<file path="src/rtl/serial_add_sub_if.sv">
// ---------------------------------------------------------------------------
// serial_add_sub_if
//   Bundles the operation request and the result of serial_add_sub.
//
//   Handshake: start is a request level sampled on the rising clock edge only
//   while the block is idle; a request seen in any other state is dropped, not
//   queued. There is no backpressure. busy is high while bits are being
//   processed. done is a one-cycle strobe, and result/Ts/ovf are valid while it
//   is high. They then hold their value until the next done.
//
//   Signals:
//     start  master->slave  begin an operation (taken only when idle)
//     M      master->slave  0 = A+B, 1 = A-B
//     A, B   master->slave  operands, WIDTH bits
//     busy   slave->master  computation in progress
//     done   slave->master  one-cycle completion strobe
//     result slave->master  sum/difference modulo 2^WIDTH
//     Ts     slave->master  final carry-out (add) or borrow-out (subtract)
//     ovf    slave->master  two's-complement overflow
// ---------------------------------------------------------------------------
interface serial_add_sub_if #(
    parameter int WIDTH = 8
);
    logic             start;
    logic             M;
    logic [WIDTH-1:0] A;
    logic [WIDTH-1:0] B;
    logic             busy;
    logic             done;
    logic [WIDTH-1:0] result;
    logic             Ts;
    logic             ovf;

    modport master (
        output start, M, A, B,
        input  busy, done, result, Ts, ovf
    );

    modport slave (
        input  start, M, A, B,
        output busy, done, result, Ts, ovf
    );
endinterface

</file>
<file path="src/rtl/serial_add_sub.sv">
// ---------------------------------------------------------------------------
// serial_add_sub
//   Bit-serial adder/subtractor. It processes one bit per clock, LSB first,
//   and takes WIDTH cycles per operation. A single transport flop t carries the
//   carry when adding and the borrow when subtracting.
//
//   Ports:
//     clk      rising-edge clock
//     rst      asynchronous, active-high reset
//     bus      serial_add_sub_if.slave (start/M/A/B in, busy/done/result/Ts/ovf out)
//     state_o  current FSM state (0 = IDLE, 1 = RUN, 2 = DONE), for observation
// ---------------------------------------------------------------------------
module serial_add_sub #(
    parameter int WIDTH = 8
) (
    input  logic                  clk,
    input  logic                  rst,
    serial_add_sub_if.slave       bus,
    output logic [1:0]            state_o
);

    localparam int CW = $clog2(WIDTH);

    typedef enum logic [1:0] {
        IDLE = 2'd0,
        RUN  = 2'd1,
        DONE = 2'd2
    } state_t;

    state_t           state_q;
    logic [WIDTH-1:0] a_q;
    logic [WIDTH-1:0] b_q;
    logic             m_q;
    logic             t_q;
    logic [CW-1:0]    cnt_q;
    // Holds the bits produced so far. The final bit is joined on the last
    // step, so WIDTH-1 flops are enough.
    logic [WIDTH-2:0] sum_q;
    logic [WIDTH-1:0] result_q;
    logic             ts_q;
    logic             ovf_q;
    logic             busy_q;
    logic             done_q;

    logic             a_bit;
    logic             b_bit;
    logic             s_d;
    logic             t_d;
    logic [WIDTH-1:0] sum_d;
    logic             last_step;

    // The operand registers shift right, so bit i is at position 0 during step i.
    assign a_bit     = a_q[0];
    assign b_bit     = b_q[0];
    assign s_d       = a_bit ^ b_bit ^ t_q;
    // Add uses the majority carry. Subtract uses the borrow form, which is the
    // majority function with a inverted.
    assign t_d       = m_q ? ((~a_bit & b_bit) | (~a_bit & t_q) | (b_bit & t_q))
                           : (( a_bit & b_bit) | ( a_bit & t_q) | (b_bit & t_q));
    // The new bit enters at the MSB. After WIDTH steps, bit i is in position i.
    assign sum_d     = {s_d, sum_q};
    assign last_step = (cnt_q == CW'(WIDTH - 1));

    always_ff @(posedge clk or posedge rst) begin
        if (rst) begin
            state_q  <= IDLE;
            a_q      <= '0;
            b_q      <= '0;
            m_q      <= 1'b0;
            t_q      <= 1'b0;
            cnt_q    <= '0;
            sum_q    <= '0;
            result_q <= '0;
            ts_q     <= 1'b0;
            ovf_q    <= 1'b0;
            busy_q   <= 1'b0;
            done_q   <= 1'b0;
        end else begin
            case (state_q)
                IDLE: begin
                    done_q <= 1'b0;
                    if (bus.start) begin
                        a_q     <= bus.A;
                        b_q     <= bus.B;
                        m_q     <= bus.M;
                        t_q     <= 1'b0;
                        cnt_q   <= '0;
                        busy_q  <= 1'b1;
                        state_q <= RUN;
                    end
                end
                RUN: begin
                    a_q   <= a_q >> 1;
                    b_q   <= b_q >> 1;
                    t_q   <= t_d;
                    sum_q <= sum_d[WIDTH-1:1];
                    cnt_q <= cnt_q + CW'(1);
                    if (last_step) begin
                        // The visible outputs change only here. Overflow is the
                        // carry/borrow into the MSB XOR the carry/borrow out of it.
                        result_q <= sum_d;
                        ts_q     <= t_d;
                        ovf_q    <= t_q ^ t_d;
                        cnt_q    <= '0;
                        busy_q   <= 1'b0;
                        done_q   <= 1'b1;
                        state_q  <= DONE;
                    end
                end
                DONE: begin
                    done_q  <= 1'b0;
                    state_q <= IDLE;
                end
                default: begin
                    busy_q  <= 1'b0;
                    done_q  <= 1'b0;
                    state_q <= IDLE;
                end
            endcase
        end
    end

    assign bus.busy   = busy_q;
    assign bus.done   = done_q;
    assign bus.result = result_q;
    assign bus.Ts     = ts_q;
    assign bus.ovf    = ovf_q;
    assign state_o    = state_q;

endmodule

</file>
<file path="src/flat_wrapper.sv">
// flat-port wrapper written by rule: the top's interface ports become plain ports
module serial_add_sub_flat 
#(
    parameter int WIDTH = 8
)
  (clk, rst, state_o, bus_start, bus_M, bus_A, bus_B, bus_busy, bus_done, bus_result, bus_Ts, bus_ovf);
  serial_add_sub_if #(.WIDTH(WIDTH)) bus_i ();
  input  logic clk;
  input  logic rst;
  output logic [1:0] state_o;
  input wire logic [$bits(bus_i.start)-1:0] bus_start;
  input wire logic [$bits(bus_i.M)-1:0] bus_M;
  input wire logic [$bits(bus_i.A)-1:0] bus_A;
  input wire logic [$bits(bus_i.B)-1:0] bus_B;
  output wire logic [$bits(bus_i.busy)-1:0] bus_busy;
  output wire logic [$bits(bus_i.done)-1:0] bus_done;
  output wire logic [$bits(bus_i.result)-1:0] bus_result;
  output wire logic [$bits(bus_i.Ts)-1:0] bus_Ts;
  output wire logic [$bits(bus_i.ovf)-1:0] bus_ovf;
  assign bus_i.start = bus_start;
  assign bus_i.M = bus_M;
  assign bus_i.A = bus_A;
  assign bus_i.B = bus_B;
  assign bus_busy = bus_i.busy;
  assign bus_done = bus_i.done;
  assign bus_result = bus_i.result;
  assign bus_Ts = bus_i.Ts;
  assign bus_ovf = bus_i.ovf;
  serial_add_sub #(.WIDTH(WIDTH)) u_core (.clk(clk), .rst(rst), .bus(bus_i), .state_o(state_o));
endmodule
</file>
<file path="config.mk">
export PLATFORM = sky130hd
export DESIGN_NAME = serial_add_sub_flat
export DESIGN_NICKNAME = d
export VERILOG_FILES = /design/src/rtl/serial_add_sub_if.sv /design/src/rtl/serial_add_sub.sv /design/src/flat_wrapper.sv
export SDC_FILE = /design/constraint.sdc
export NUM_CORES = 1
export LEC_CHECK = 0
export CAP_MARGIN = 0
export CORE_ASPECT_RATIO = 0.6
export CORE_MARGIN = 2
export CORE_UTILIZATION = 25
export DETAILED_ROUTE_END_ITERATION = 10
export GPL_TIMING_DRIVEN = 0
export PLACE_DENSITY = 0.44
export SYNTH_ARGS = -nofsm -noshare
export SYNTH_HDL_FRONTEND = slang
export SYNTH_SLANG_ARGS = --single-unit
</file>
<file path="constraint.sdc">
create_clock -name clk -period 4.3 [get_ports clk]
set_input_delay 0.86 -clock clk [delete_from_list [all_inputs] [get_ports clk]]
set_output_delay 0.86 -clock clk [all_outputs]
set_load 0.005 [all_outputs]
</file>
* Word level (Yosys, flattened, before mapping) *
Cells that the tools add are included.

word-level totals
  word-level logic and storage cells = 57
  input bits = 20
  output and inout port bits = 14
  bits in registers = 42

operators by class
  muxes and demuxes = 18
  bitwise gates (word level) = 14
  $add $sub $neg = 1
  reduce and logical (&&, ||, !) cells = 7
  eq/ne operators = 5

operators by type and width
  cell                 number
  $pmux 8 s2           2
  $mux 8               2
  $reduce_and 2->1     4
  $mux 1               6
  $mux 3               2
  $pmux 3 s2           1
  $and 1x1->1          5
  $mux 2               2
  $or 1x1->1           4
  $pmux 2 s2           1
  $add 3x1->3 const B  1
  $eq 3x3->1 const B   1
  $pmux 1 s3           1
  $reduce_and 3->1     1
  $xor 1x1->1          3
  $eq 2x1->1 const B   1
  $eq 2x2->1 const B   1
  $logic_not 2->1      1
  $ne 2x1->1 const B   1
  $ne 2x2->1 const B   1
  $not 1->1            2
  $pmux 1 s2           1
  $reduce_bool 2->1    1

* Logic depth before layout (Yosys ltp) *
  depth in word-level cells = 6
  gate-level depth with buffers = 6
  depth with buffers taken out = 5

* Worst setup path before layout *
OpenSTA, ideal clock, no wires.

  path type = input port to flip-flop
  from = input bus_start
  to = register u_core.a_q[1]
  stages on the path = 4
  library setup time = 0.126 ns
  setup slack = 2.533 ns
  required time = 4.174 ns
  data arrival time = 1.641 ns
  buffers on the path = 1
  path through = nor3b_4 > buf_6 > mux2i_1 > a21oi_1

between the ends
  longest elaborated chain between the ends = 2

RTL lines
  element                     RTL line              RTL
  from (decl)                 flat_wrapper.sv:11    input wire logic [$bits(bus_i.start)-1:0] bus_start;
  $ne 2x2->1 (no line)        n/a
  $reduce_and 2->1 (no line)  n/a
  to (signal assigned)        serial_add_sub.sv:83  a_q <= bus.A;
  to (signal assigned)        serial_add_sub.sv:93  a_q <= a_q >> 1;
  to (decl)                   serial_add_sub.sv:31  logic [WIDTH-1:0] a_q;

No other way between the ends.
A chain may end at the register's enable or synchronous reset.

* Final worst setup path *
  from = register u_core.state_q[0] (netlist: u_core.state_o[0])
  to = output state_o[0]

RTL lines
  element                 RTL line               RTL
  from (decl)             serial_add_sub.sv:30   state_t state_q;
  from (signal assigned)  serial_add_sub.sv:66   state_q <= IDLE;
  from (signal assigned)  serial_add_sub.sv:89   state_q <= RUN;
  from (signal assigned)  serial_add_sub.sv:107  state_q <= DONE;
  to (decl)               flat_wrapper.sv:10     output logic [1:0] state_o;

No word-level cell between the ends.

==> impl_metrics.py <==
metrics = {
    "setup_path": {
        "crit_fanout": 6,
        "path_buf_inv": 1,
        "required_ps": 3440,
        "critPathTopFamily": "buffers and inverters",
        "cp-start-kind": "flip-flop",
        "cpMaxStageDelayCell": "clkdlybuf4s50_1",
        "end_kind": "primary output",
        "worst_path_largest_cell_delay_ps": 550,
        "worstSetupPathType": "flip-flop to primary output",
        "cp_cell_sequence": "clkdlybuf4s50_1",
        "r2r_slack_ps": 2470,
        "arrival_ps": 1320,
        "rr_startpoint": "u_core.cnt_q[0]",
        "crit_start": "u_core.state_o[0]",
    },
    "detailed_routing": {
        "wl_um": 3930,
        "via_per_inst": 4.31,
        "dr.pass1.iters": 4,
        "wire_per_inst_um": 13.7,
        "drtAntennaViolNets": 0,
        "vias": 1238,
        "drc": 0,
        "drt-initial-drc-count": 19,
    },
    "yosys": {
        "syn_avg_cell_area_sq_um": 11.8,
        "yosysTopAreaCellShare": 0.575,
        "synth-edff-count": 0,
        "synth_area_leaders": "dfrtp_1, mux2_2, mux2i_1",
        "synth_seq_cells": 42,
        "yosys.cell_types.count": 28,
        "async_flop_share": 1.00,
        "yosysSeqAreaShare": 0.575,
        "synth_area_sq_mm": 0.00183,
        "yosysMostFrequentCell": "dfrtp_1",
        "syn_nets": 179,
        "synth_common_cells": "dfrtp_1, nor2_1, a21oi_1, mux2_2, mux2i_1",
        "synth_top_area_cell": "dfrtp_1",
        "syn_inst": 155,
        "ys_warn_count": 0,
        "synth_ff_type": "dfrtp_1",
    },
    "global_routing": {
        "grt_pass1_vias": 1330,
        "antenna_found_initial": 0,
        "grt_first_pass_wirelength_um": 6730,
        "grt_usage": 0.111,
        "grt_overflow": 0,
        "grt_max_degree": 24,
    },
    "timing": {
        "min_period_ps": 2180,
        "finClkSkew_ps": 5.91,
        "max_freq_mhz": 460,
        "tns_ps": 0,
        "rsz0062_at_grt": "false",
        "hold_viol": 0,
        "worst_slack_ps": 2120,
        "slew-limit-headroom": 0.685,
        "post-route-period-util": 0.506,
        "setup_viol": 0,
        "tightestPinTransition_ps": 471,
        "final-max-slew-violation-count": 0,
    },
    "clock_network": {
        "cts_tree": "done",
        "numCtsBuffers": 5,
        "htreeDepth": 2,
        "holdBufCountCts": 0,
        "path_clk_slew_ps": 60,
        "clock-sinks": 42,
        "insertion_delay_ps": 280,
        "root_buffer": "clkbuf_16",
        "post_cts_resized": 0,
        "clk_path_buf_depth": 2,
        "post_cts_buffers": 0,
    },
    "placement": {
        "hpwl_um": 2810,
        "placed_cell_area_sq_mm": 0.00230,
        "place_ws_ps": 1830,
        "gp_congestion": 0.691,
        "port_buffers": 33,
    },
    "worst_hold_path": {
        "min_from": "u_core.bus.Ts",
        "hp-class": "flip-flop to flip-flop",
    },
    "floorplanning": {
        "fp.dieW_um": 114,
        "initial_utilization": 0.255,
        "std_cell_rows": 24,
        "die_h_um": 70.2,
        "die_area_sq_mm": 0.00803,
        "core_area_sq_mm": 0.00718,
        "io_pins": 34,
    },
    "final_layout": {
        "n_fill_cell": 741,
        "ff_latch_area_sq_mm": 0.00105,
        "final_area_sq_mm": 0.00243,
        "syn2layout_area_growth_pct": 33.1,
        "layout.nets": 220,
        "antennaDiodeCount": 0,
        "drive_gt1_frac": 0.153,
        "multi_input_area_sq_um": 698,
        "postLayoutCoreUtil": 0.339,
    },
    "power_and_ir_drop": {
        "ir_drop_mv": 0.175,
        "intPower_mw": 1.17,
        "combPwrFrac": 0.392,
        "p_leak_nw": 1.05,
        "pwr_density_cell_mw_per_mm2": 723,
        "seqPwrFrac": 0.406,
        "switching_share": 0.332,
        "switchingPower_mw": 0.584,
        "clockPowerShare": 0.202,
    },
    "run_status": {
        "status": "complete, no violations",
    },
    "flow_run": {
        "cap_viol_max_count": 0,
    },
}
==> stage by stage <==
step	std cells	hold slack, ps	power [mW]
after floorplan	155	464	1.15
after global placement	279	476	1.41
after detailed placement	280	481	1.42
after CTS	287	494	1.79
after global routing	287	515	1.92
final	287	479	1.76
==> final cells by class <==
type                       count  share of cell area
inverter                       7              0.0108
buffer                         8              0.0211
clock buffer                   7              0.0546
sequential                    42               0.432
tap                           91              0.0468
multi-input combinational     98               0.287
timing repair buffer          34               0.147
==> layout by cell type (no fill, tap or decap), types with 2 or more instances in the layout <==
cell / instances
clkbuf_16: 5
o22ai_1: 3
buf_2: 5
mux2i_1: 14
a21oi_1: 14
o31ai_1: 2
inv_1: 6
buf_6: 2
clkbuf_1: 3
dfrtp_1: 42
o21ai_0: 5
nand2_1: 12
mux2_2: 14
ha_1: 4
nor2_1: 16
clkdlybuf4s50_1: 33
==> power groups by stage <==
stage          registers, mW  clock network, mW  logic [mW]
2_1_floorplan          0.692                  0       0.457
3_3_place_gp           0.722                  0       0.691
3_5_place_dp           0.723                  0       0.701
4_1_cts                0.718              0.364       0.704
5_1_grt                0.746              0.389       0.782
6_report               0.714              0.354       0.690
==> cells by family (layout without fill, tap and decap cells) <==
family / Yosys count / in the layout / share of synthesized area
flops: 42 / 42 / 0.575
simple gates: 37 / 37 / 0.0986
compound gates: 28 / 28 / 0.0884
mux: 28 / 28 / 0.163
buf+inv: 15 / 56 / 0.0425
xor+xnor: 1 / 1 / 0.00480
fa+ha+maj: 4 / 4 / 0.0274
==> state kept, by name, summed over array words and instances (netlist names) <==
name and cells:
u_core.a_q 8, u_core.b_q 8, u_core.bus.Ts 1, u_core.bus.busy 1, u_core.bus.done 1, u_core.bus.ovf 1, u_core.bus.result 8, u_core.cnt_q 3
u_core.m_q 1, u_core.state_o 2, u_core.sum_q 7, u_core.t_q 1
==> worst paths after layout <==
path,to,cells past startpoint
setup / recovery,state_o[0],1
hold / removal,u_core.bus.Ts,2
setup reg to reg,u_core.bus.result[5],5
hold reg to reg,u_core.bus.Ts,2
max in group asynchronous,u_core.bus.result[7],3
min in group asynchronous,u_core.b_q[7],2
==> per-layer routing <==
layer	vias to the layer above	share of wire	global-route usage
met1	606	0.54	0.172
met4	0	0.0089	0.0366
met5	-	0	0
met3	2	0.028	0.0339
li1	618	-	-
met2	12	0.42	0.143
Power figures use the tool's default switching activity.
